File: src/rtl/sentence_emitter_pkg.sv
`default_nettype none
// ============================================================================
//  Module      : sentence_emitter_pkg
//  Description : Shared definitions for the NMEA-style sentence emitter:
//                frame state encoding and the fixed ASCII framing characters.
//  Revision    : 1.0 - initial release
// ============================================================================
package sentence_emitter_pkg;

  // Frame sequencing, one state per emitted field.
  typedef enum logic [2:0] {
    ST_IDLE   = 3'd0,
    ST_DOLLAR = 3'd1,
    ST_BODY   = 3'd2,
    ST_STAR   = 3'd3,
    ST_HI     = 3'd4,
    ST_LO     = 3'd5,
    ST_CR     = 3'd6,
    ST_LF     = 3'd7
  } state_e;

  localparam logic [7:0] CHAR_DOLLAR = 8'h24;  // "$"
  localparam logic [7:0] CHAR_STAR   = 8'h2A;  // "*"
  localparam logic [7:0] CHAR_CR     = 8'h0D;
  localparam logic [7:0] CHAR_LF     = 8'h0A;

endpackage
`default_nettype wire

File: src/rtl/sentence_emitter_nibble_to_ascii.sv
`default_nettype none
// ============================================================================
//  Module      : nibble_to_ascii
//  Description : Combinational 4-bit value to upper-case ASCII hex digit.
//  Ports       : nibble [3:0] in  - value 0..15
//                ascii  [7:0] out - "0".."9", "A".."F"
//  Revision    : 1.0 - initial release
// ============================================================================
module nibble_to_ascii (
  input  logic [3:0] nibble,
  output logic [7:0] ascii
);

  // 8'h37 + 10 == "A"
  assign ascii = (nibble < 4'd10) ? (8'h30 + {4'h0, nibble})
                                  : (8'h37 + {4'h0, nibble});

endmodule
`default_nettype wire

File: src/rtl/sentence_emitter.sv
`default_nettype none
// ============================================================================
//  Module      : sentence_emitter
//  Description : Serialises one sentence "$<Ref>*HH<CR><LF>" per start
//                request over a load/ready byte handshake. HH is the XOR of
//                the body bytes in upper-case hex; the "*HH" field is
//                omitted when CHECKSUM == 0.
//  Ports       : clock   in      rising-edge clock
//                restart in      synchronous active-high reset / abort
//                start   in      request a sentence (sampled while idle)
//                ready   in      sink accepts data when load && ready
//                data    out [8] current byte (held while load==0)
//                load    out     data valid
//                busy    out     frame in progress
//                done    out     one-cycle pulse after LF accepted
//  Revision    : 1.0 - initial release
// ============================================================================
module sentence_emitter
  import sentence_emitter_pkg::*;
#(
  parameter int             L        = 3,
  parameter logic [8*L-1:0] Ref      = "ABC",
  parameter bit             CHECKSUM = 1'b1
) (
  input  logic       clock,
  input  logic       restart,
  input  logic       start,
  input  logic       ready,
  output logic [7:0] data,
  output logic       load,
  output logic       busy,
  output logic       done
);

  localparam int             IW       = (L > 1) ? $clog2(L) : 1;
  localparam logic [IW-1:0]  LAST_IDX = IW'(L - 1);

  state_e        state_q, state_d;
  logic [IW-1:0] idx_q, idx_d;
  logic [7:0]    csum_q, csum_d;
  logic [7:0]    data_q, data_d;
  logic          load_q, load_d;
  logic          busy_q, busy_d;
  logic          done_q, done_d;

  logic          accept;
  logic [IW-1:0] body_sel;
  logic [7:0]    body_byte;
  logic [3:0]    hex_nibble;
  logic [7:0]    hex_ascii;

  assign accept = load_q & ready;

  // The output register is loaded with the byte of the state being entered,
  // so the body byte needed is the one after the current index (or the first
  // one when entering BODY from DOLLAR).
  assign body_sel = (state_q == ST_BODY) ? (idx_q + 1'b1) : '0;

  always_comb begin
    body_byte = 8'h00;
    for (int j = 0; j < L; j++) begin
      if (body_sel == IW'(j)) begin
        body_byte = Ref[8*(L-1-j) +: 8];
      end
    end
  end

  // While in STAR the next byte is the high digit; in HI it is the low one.
  assign hex_nibble = (state_q == ST_STAR) ? csum_q[7:4] : csum_q[3:0];

  nibble_to_ascii u_hex (
    .nibble (hex_nibble),
    .ascii  (hex_ascii)
  );

  always_comb begin
    state_d = state_q;
    idx_d   = idx_q;
    csum_d  = csum_q;
    data_d  = data_q;
    load_d  = load_q;
    busy_d  = busy_q;
    done_d  = 1'b0;
    case (state_q)
      ST_IDLE: begin
        if (start) begin
          state_d = ST_DOLLAR;
          data_d  = CHAR_DOLLAR;
          load_d  = 1'b1;
          busy_d  = 1'b1;
          csum_d  = 8'h00;
          idx_d   = '0;
        end
      end
      ST_DOLLAR: begin
        if (accept) begin
          state_d = ST_BODY;
          data_d  = body_byte;
        end
      end
      ST_BODY: begin
        if (accept) begin
          csum_d = csum_q ^ data_q;
          if (idx_q == LAST_IDX) begin
            idx_d = '0;
            if (CHECKSUM) begin
              state_d = ST_STAR;
              data_d  = CHAR_STAR;
            end else begin
              state_d = ST_CR;
              data_d  = CHAR_CR;
            end
          end else begin
            idx_d  = idx_q + 1'b1;
            data_d = body_byte;
          end
        end
      end
      ST_STAR: begin
        if (accept) begin
          state_d = ST_HI;
          data_d  = hex_ascii;
        end
      end
      ST_HI: begin
        if (accept) begin
          state_d = ST_LO;
          data_d  = hex_ascii;
        end
      end
      ST_LO: begin
        if (accept) begin
          state_d = ST_CR;
          data_d  = CHAR_CR;
        end
      end
      ST_CR: begin
        if (accept) begin
          state_d = ST_LF;
          data_d  = CHAR_LF;
        end
      end
      ST_LF: begin
        if (accept) begin
          state_d = ST_IDLE;
          load_d  = 1'b0;
          busy_d  = 1'b0;
          done_d  = 1'b1;
        end
      end
      default: state_d = ST_IDLE;
    endcase
  end

  always_ff @(posedge clock) begin
    if (restart) begin
      state_q <= ST_IDLE;
      idx_q   <= '0;
      csum_q  <= 8'h00;
      data_q  <= 8'h00;
      load_q  <= 1'b0;
      busy_q  <= 1'b0;
      done_q  <= 1'b0;
    end else begin
      state_q <= state_d;
      idx_q   <= idx_d;
      csum_q  <= csum_d;
      data_q  <= data_d;
      load_q  <= load_d;
      busy_q  <= busy_d;
      done_q  <= done_d;
    end
  end

  assign data = data_q;
  assign load = load_q;
  assign busy = busy_q;
  assign done = done_q;

endmodule
`default_nettype wire
File: config.mk
export PLATFORM = sky130hd
export DESIGN_NAME = sentence_emitter
export DESIGN_NICKNAME = d
export VERILOG_FILES = /design/src/rtl/sentence_emitter_pkg.sv /design/src/rtl/sentence_emitter_nibble_to_ascii.sv /design/src/rtl/sentence_emitter.sv
export SDC_FILE = /design/constraint.sdc
export NUM_CORES = 1
export LEC_CHECK = 0
export CORE_MARGIN = 3
export CORE_UTILIZATION = 60
export CTS_CLUSTER_SIZE = 8
export DETAILED_ROUTE_END_ITERATION = 16
export PLACE_DENSITY = 0.92
export SYNTH_ARGS = -nofsm -noshare
export SYNTH_HDL_FRONTEND = slang
export SYNTH_HIERARCHICAL = 1
export SYNTH_SLANG_ARGS = --single-unit
File: constraint.sdc
create_clock -name clock -period 4.85 [get_ports clock]
set_input_delay 1.455 -clock clock [delete_from_list [all_inputs] [get_ports clock]]
set_output_delay 1.455 -clock clock [all_outputs]
set_load 0.03 [all_outputs]
* After elaboration in Yosys (flattened, before gate mapping) *
Cells that the tools add are included.

storage, ports and cells
  logic and storage cells = 79
  bits of input ports = 4
  output and inout port bits = 11
  flip-flop bits (word level) = 23

cells by class
  bitwise logic cells = 3
  equal/unequal tests = 20
  multiplexer cells = 35
  $lt $le $gt $ge = 1
  add/subtract/negate cells = 3
  reductions and logical operators = 11

operators by type and width
  kind                                                                      number
  8-bit 2-to-1 mux                                                          12
  8-bit one-hot mux with 6 select lines                                     1
  3-bit 2-to-1 mux                                                          9
  3-bit one-hot mux with 8 select lines                                     1
  2-bit inequality test (second input constant)                             8
  8-bit one-hot mux with 2 select lines                                     1
  6-bit by 4-bit adder with 7-bit output (first input constant)             2
  3-bit equality test (second input constant)                               4
  9-bit AND reduction                                                       1
  2-bit 2-to-1 mux                                                          4
  8-bit bitwise XOR                                                         1
  7-bit 2-to-1 mux                                                          1
  7-bit AND reduction                                                       1
  3-bit by 2-bit equality test with 1-bit output (second input constant)    2
  3-bit AND reduction                                                       2
  6-bit nonzero test                                                        1
  2-bit equality test (second input constant)                               2
  4-bit < comparator (second input constant)                                1
  4-bit 2-to-1 mux                                                          1
  2-bit by 1-bit inequality test with 1-bit output (second input constant)  2
  2-bit one-hot mux with 2 select lines                                     1
  2-bit nonzero test                                                        2
  2-bit OR reduction                                                        2
  3-bit by 1-bit equality test with 1-bit output (second input constant)    1
  8 further kinds                                                           10

* Depth between registers and ports, before layout *
Gate-level depths: netlist of the first run.

  depth in word-level cells = 9
  mapped depth = 12

* Cells and area by module *
Netlist of the first run, hierarchy kept.

modules (own cells, without submodules)
  module            times used  cells an instance  area an instance (µm²)
  sentence_emitter  1           168                1360.1
  nibble_to_ascii   1           16                 105.1

* Worst setup path after synthesis of the first run *
No wires, ideal clock.

  path kind = in2reg
  start point = input port ready
  end point = register data_q[4], in the netlist data[4]
  stages on the path = 4
  slack = 2270 ps
  arrival = 2509 ps
  data required time = 4780 ps
  library setup time = 70 ps
  buffers on the path = 0
  path through = a21boi_0 o32a_4 or4b_1 a21oi_1

between the ends
  longest elaborated chain between the ends = 3
  elaborated cells between the ends (all ways) = 7
  classes of those cells = eq/ne (5); bitwise (1); reduce/logical (1)

ends and longest elaborated chain
  element                                                                                                     RTL line                 RTL
  start: declaration                                                                                          sentence_emitter.sv:28   input logic ready,
  1-bit AND (*)                                                                                               sentence_emitter.sv:52   assign accept = load_q & ready;
  2-bit by 1-bit inequality test with 1-bit output (no line) / 2-bit inequality test (equally long branches)  -
  7-bit AND reduction (no line) (*)                                                                           -
  end signal: assignment                                                                                      sentence_emitter.sv:168  data_q <= data_d;
  end: declaration                                                                                            sentence_emitter.sv:41   logic [7:0] data_q, data_d;

Mark *: on every way between the ends. The rest lies on a longest branch, timed or not.
A chain may end at the register's enable or synchronous reset.

* Worst setup path in the final report of the first run *
  start point = register state_q[0]
  end point = register data_q[2], in the netlist data[2]

between the ends
  elaborated cells between the ends (all ways) = 31
  classes of those cells = add/sub (2); order compare (1); eq/ne (14); mux (10); reduce/logical (4)

RTL lines
  element                                                               RTL line                                          RTL
  start: declaration                                                    sentence_emitter.sv:38                            state_e state_q, state_d;
  start signal: assignment                                              sentence_emitter.sv:165                           state_q <= state_d;
  3-bit by 2-bit equality test with 1-bit output (*)                    sentence_emitter.sv:69                            assign hex_nibble = (state_q == ST_STAR) ? csum_q[7:4] : csum_q[3:0];
  4-bit 2-to-1 mux (*)                                                  sentence_emitter.sv:69
  named net hex_nibble[1]                                               sentence_emitter.sv:49                            logic [3:0] hex_nibble;
  6-bit by 4-bit adder with 7-bit output, or another cell as far along  sentence_emitter_nibble_to_ascii.sv:16            : (8'h37 + {4'h0, nibble});
  8-bit 2-to-1 mux (*)                                                  sentence_emitter_nibble_to_ascii.sv:15            assign ascii = (nibble < 4'd10) ? (8'h30 + {4'h0, nibble})
  named net hex_ascii[2]                                                sentence_emitter.sv:50                            logic [7:0] hex_ascii;
  8-bit 2-to-1 mux (*)                                                  sentence_emitter.sv:120, sentence_emitter.sv:126
  8-bit one-hot mux with 6 select lines (*)                             sentence_emitter.sv:84                            case (state_q)

The timed path passes the listed nets; every way through them passes the cells marked *. The select of a mux whose other input is x is not followed.

==> results of run 1 <==
==> cells by family after synthesis <==
family,after synthesis,synth area share [%]
AO/OA/AOI/OAI,67,28.1
AND/OR/NAND/NOR,50,19.3
buffers and inverters,27,8.11
flip-flops,23,31.4
adder cells (fa/ha/maj),9,7.69
multiplexers,6,4.53
other,1,0.256
XOR/XNOR,1,0.598
==> final cells by class <==
class	instances	area share (%)
Multi-Input combinational cell	134	54.8
Sequential cell	23	28.5
Timing Repair Buffer	14	8.68
Inverter	18	4.18
Tap cell	28	2.17
Clock buffer	4	1.63
==> tightest hold or removal path, stage by stage (launching register included) <==
cell     delay [ps]
dfxtp_1         340
nand2_1          50
a21oi_1          50
==> layer usage <==
metal | share of wire (%) | vias up | GRT usage, %
met5 | 0 | - | 0
met3 | 6.3 | 9 | 4.21
met4 | 1.5 | 0 | 12.2
met1 | 42 | 642 | 25.0
li1 | - | 670 | -
met2 | 50 | 55 | 38.9
==> registers in the layout (all words and copies together) (netlist names) <==
name	cells
data	8
busy	1
idx_q	2
done	1
csum_q	8
state_q	3
==> worst max path at each step <==
stage	startpoint	endpoint	depth (start not counted)
final	state_q[0]$_SDFFE_PP0P_	data[2]$_SDFFE_PP0P_	12
after global routing	state_q[0]$_SDFFE_PP0P_	data[2]$_SDFFE_PP0P_	12
after CTS	busy$_SDFFE_PP0P_	load	1
after detailed placement	ready	data[4]$_SDFFE_PP0P_	5
after global placement	ready	data[4]$_SDFFE_PP0P_	5
after floorplan	ready	data[4]$_SDFFE_PP0P_	4
==> metrics by stage <==
| stage | utilization (%) | power (mW) |
|---|---|---|
| after floorplan | - | 0.576 |
| after global placement | 70.5 | 0.645 |
| after detailed placement | 70.5 | 0.668 |
| after CTS | 71.6 | 0.758 |
| after global routing | 71.6 | 0.821 |
| final | 71.6 | 0.765 |
==> cells in the final DEF (no fill, tap or decap), types with 2 or more instances in the layout <==
cell	instances
a21oi_1	24
dfxtp_1	23
o21ai_0	20
inv_1	18
clkdlybuf4s50_1	14
nor2_1	9
ha_1	9
nand2_1	8
or3_1	8
nor2b_1	6
nand3_1	5
mux2_2	4
a221oi_1	3
clkbuf_4	3
nand2b_1	2
o21a_1	2
o21ai_1	2
or4b_1	2
o22ai_1	2
nor3b_1	2
==> power groups by stage <==
| stage | Combinational (mW) | Sequential, mW | Clock (mW) |
|---|---|---|---|
| final | 0.433 | 0.241 | 0.0908 |
| after global routing | 0.475 | 0.246 | 0.100 |
| after CTS | 0.424 | 0.241 | 0.0932 |
| after detailed placement | 0.423 | 0.245 | 0 |
| after global placement | 0.403 | 0.242 | 0 |
| after floorplan | 0.315 | 0.261 | 0 |
==> flow_summary.yaml, run 1 <==
critical_path:
  startpoint_type: "register"
  worst_setup_path_end_kind: "register"
  rr_startpoint: "state_q[0]$_SDFFE_PP0P_"
  slowest_stage: "nor2_1"
  critical_path_class: "reg2reg"
  r2r_end: "data[2]$_SDFFE_PP0P_"
  path_buf_inv: 2
  cp.arrival_ps: 3190
  critPathRequiredTime_ps: 5030
  r2r_slack_ps: 1840
  ff2ff_path_depth: 12
  path_delay_family: "multiplexers"
  path_max_fanout: 7
  crit_path_cell_trace: "ha_1, inv_1, nor2_1, mux2_2, inv_1, ha_1, nand2_2, mux2_1, a21oi_1, nor2_1, a21oi_1, a221oi_1"
  cpPeakStageDelay_ps: 460
sta:
  max-slew-margin-rel_pct: 44.8
  fmax_mhz: 332
  setup_viol: 0
  timing.final.ws_setup_ps: 1840
  hold_violations: 0
  final.period_utilization_pct: 62.1
  fin_skew_ps: 4.15
  rsz0062_at_grt: "no"
  setup_tns_ps: 0
  hold-worst-slack_ps: 485
  period_needed_ps: 3010
  max_slew.worst_pin.slew_ps: 827
  final_max_slew_viol_count: 0
cells_and_area:
  multi_input_area_um2: 886
  fin_nets: 207
  stdcell_count: 221
  drive_gt1_share_pct: 6.74
  finish.instance_area_um2: 1620
  fillers: 182
  seqCellArea_um2: 460
  area_growth_pct: 10.2
  diodes: 0
clock_tree:
  cts_root_buffer: "clkbuf_4"
  post_cts_buffers: 0
  ctsHoldBuffers: 0
  cts.sinks: 23
  cts-resized-gates: 0
  cts_tree: "built"
  cts_inserted_buffers: 3
  clk_pin_slew_worst_paths_ps: 130
  clk_latency_ps: 320
  clock_path_buffers: 2
  cts.htree.levels: 1
logic_synthesis:
  synthArstFlopShare_pct: 0
  ys_seq_elements: 23
  yosysWarnings: 6
  ys.flop_type: "dfxtp_1"
  yosysTopAreaCell: "dfxtp_1"
  post_synth_num_cell_types: 49
  synthesis.area_um2: 1470
  syn_avg_cell_area_um2: 7.96
  ys_seq_area_share_pct: 31.4
  synth_nets: 197
  synth_top_cell_area_share_pct: 31.4
  yosysMostFrequentCell: "a21oi_1"
  synth_edf_count: 0
  synthTopCellsByCount: "a21oi_1, dfxtp_1, o21ai_0, inv_1"
  synth.area.top_cells: "dfxtp_1, a21oi_1, ha_1"
  syn_inst: 184
routing:
  via_per_inst: 6.23
  wl_mm: 3.40
  antenna_left: 0
  dr.pass1.iters: 5
  wl_per_cell_um: 15.4
  drcViolationCount: 0
  via_count: 1376
  drt_iter0_drc: 56
floorplanning:
  dieHeight_um: 55.4
  core_um2: 2250
  io-pin-count: 15
  dieArea_um2: 3070
  die_w_um: 55.4
  row_count: 17
  initial_core_util_pct: 65.0
placed_design:
  dp_cells: 217
  gp_congestion: 0.901
  numPortBuffers: 14
  post_dp_cell_area_um2: 1590
  place_hpwl_mm: 2.49
  pre_cts_ws_ps: 1550
power:
  pwr-share-seq_pct: 31.6
  power_density_nw_per_um2: 474
  p_sw_share_pct: 46.4
  pwr-share-comb_pct: 56.6
  p_switching_mw: 0.355
  worst_ir_drop_vdd_v: 0.000400
  p_leak_nw: 0.553
  p_int_mw: 0.410
  clockPowerShare_pct: 11.9
min_path:
  hold_path_class: "reg2reg"
  holdCritStartpoint: "idx_q[1]$_SDFFE_PP0P_"
  hold_path_depth: 2
  whs_endpoint: "idx_q[1]$_SDFFE_PP0P_"
global_routing:
  first_global_vias: 1324
  grt-ovfl-total: 0
  antenna_found_initial: 0
  grt_max_degree: 19
  grt_pass1_wl_mm: 5.62
  track_usage_pct: 22.2
run:
  cap_viol_max_count: 0
status:
  outcome: "complete, no violations"
No activity file was read; power rests on OpenSTA's default activity.
==> run 2: changes to the inputs <==
Settings changed: CORE_UTILIZATION 60 to 51, PLACE_DENSITY 0.92 to 0.84.
Clock period 4.85 ns to 2.5 ns, I/O delays scaled along.
==> flow_summary.yaml, run 2 (synthesis gave the netlist of run 1 again) <==
cells_and_area:
  area_growth_pct: 17.4
  mostFrequentLayoutCell: "a21oi_1"
  drive_gt1_share_pct: 14.6
  fin_nets: 219
  finish.instance_area_um2: 1720
  utilization_pct: 65.9
  stdcell_count: 235
  final_cell_mix: "a21oi_1, dfxtp_1, o21ai_0"
  diodes: 0
global_routing:
  grt-ovfl-total: 0
  grt_pass1_wl_mm: 6.15
  grt_max_degree: 19
  track_usage_pct: 22.5
  antenna_found_initial: 0
  first_global_vias: 1450
sta:
  final.period_utilization_pct: 94.5
  fin_skew_ps: 7.51
  period_needed_ps: 2360
  hold_violations: 0
  max_slew.worst_pin.slew_ps: 542
  setup_viol: 0
  max-slew-margin-rel_pct: 62.9
  final_max_slew_viol_count: 0
  rsz0062_at_grt: "no"
  setup_tns_ps: 0
  fmax_mhz: 423
clock_tree:
  cts.sinks: 23
  cts_tree: "built"
  clk_pin_slew_worst_paths_ps: 140
  cts_root_buffer: "clkbuf_4"
  clock_path_buffers: 2
  cts.htree.levels: 1
  clk_latency_ps: 320
  cts_inserted_buffers: 3
floorplanning:
  dieHeight_um: 59.6
  core_um2: 2610
  row_count: 18
  io-pin-count: 15
  die_w_um: 59.6
  initial_core_util_pct: 56.1
  dieArea_um2: 3550
min_path:
  hold_path_depth: 2
  hold_path_class: "reg2reg"
critical_path:
  crit_top_cell: "inv_1"
  crit_path_cell_trace: "ha_1, inv_1, nor2_1, buf_4, mux2_2, inv_1, ha_2, nor2b_1, o21ai_1, or4b_1, a21oi_1"
  slowest_stage: "or4b_1"
  rr_startpoint: "state_q[1]$_SDFFE_PP0P_"
  cpPeakStageDelay_ps: 460
  r2r_end: "data[4]$_SDFFE_PP0P_"
  path_max_fanout: 5
  startpoint_type: "register"
  cp.depth: 11
  r2r_slack_ps: 140
  cp-startpoint: "state_q[1]$_SDFFE_PP0P_"
  cp.arrival_ps: 2630
  critical_path_class: "reg2reg"
  path_delay_family: "simple AND/OR/NAND/NOR gates"
  critPathRequiredTime_ps: 2770
  worst_setup_path_end_kind: "register"
  path_buf_inv: 3
  setup.worst_path.end: "data[4]$_SDFFE_PP0P_"
  ff2ff_path_depth: 11
placed_design:
  gp_congestion: 0.947
  place_hpwl_mm: 2.73
  post_dp_cell_area_um2: 1660
  dp_cells: 228
  numPortBuffers: 14
power:
  pwr-share-seq_pct: 29.1
  design_power_total_mw: 1.60
  clockPowerShare_pct: 11.7
  p_int_mw: 0.867
  worst_ir_drop_vdd_v: 0.000755
  p_leak_nw: 0.614
  power_density_nw_per_um2: 927
  pwr-share-comb_pct: 59.2
  p_sw_share_pct: 45.7
  p_switching_mw: 0.729
routing:
  wl_mm: 3.71
  dr.pass1.iters: 4
  antenna_left: 0
  via_count: 1470
  drcViolationCount: 0
  via_per_inst: 6.26
  drt_iter0_drc: 116
  wl_per_cell_um: 15.8
status:
  outcome: "complete, no violations"
run:
  cap_viol_max_count: 0
run 2: what timing repair did:
item	in CTS	in global routing
buffers inserted	0	3
gates resized for setup	1	5
hold buffers	0	0
hold endpoints to repair	0	0
endpoints found under the setup margin	1	2
run 2: final cells by class:
cell class	instances	area, um^2
multi-input combinational	134	892
fill	223	892
sequential	23	463
timing repair buffer	26	230
inverter	18	67.6
tap	30	37.5
clock buffer	3	22.5
clock inverter	1	7.51
run 2: stage by stage:
step / setup WS [ps] / hold WS, ps
4_1_cts: 37.6 / 497
5_1_grt: 0.131 / 520
3_3_place_gp: 51.9 / 464
6_report: 136 / 490
2_1_floorplan: 46.7 / 453
3_5_place_dp: -18.6 / 477
run 2: metal layers:
layer,global-route usage [%],wire (um),vias to the layer above
met4,10.4,79,0
met2,40.6,1900,59
met1,26.0,1510,702
li1,-,-,698
met5,0,0,-
met3,3.05,220,11
run 2: worst min path at each step:
stage	slack, ps	to	from
floorplan	450	idx_q[1]$_SDFFE_PP0P_	idx_q[1]$_SDFFE_PP0P_
detailed placement	480	csum_q[6]$_SDFFE_PP0P_	csum_q[6]$_SDFFE_PP0P_
CTS	500	csum_q[6]$_SDFFE_PP0P_	csum_q[6]$_SDFFE_PP0P_
global placement	460	csum_q[5]$_SDFFE_PP0P_	csum_q[5]$_SDFFE_PP0P_
finish	490	csum_q[6]$_SDFFE_PP0P_	csum_q[6]$_SDFFE_PP0P_
global route	520	csum_q[2]$_SDFFE_PP0P_	csum_q[2]$_SDFFE_PP0P_
run 2: power groups by stage:
stage | clock, mW | sequential [mW] | combinational (mW)
2_1_floorplan | 0 | 0.506 | 0.610
3_3_place_gp | 0 | 0.468 | 0.859
5_1_grt | 0.206 | 0.471 | 1.03
4_1_cts | 0.190 | 0.466 | 0.907
3_5_place_dp | 0 | 0.474 | 0.900
6_report | 0.187 | 0.465 | 0.944
run 2: worst register-to-register path: cells and delay by family, from the launching register on:
kind                     cells  cell delay, ps
AND/OR/NAND/NOR              3             610
buffers and inverters        3             290
AO/OA/AOI/OAI                2             310
multiplexers                 1             370
adder cells (fa/ha/maj)      2             360
flip-flops                   1             370
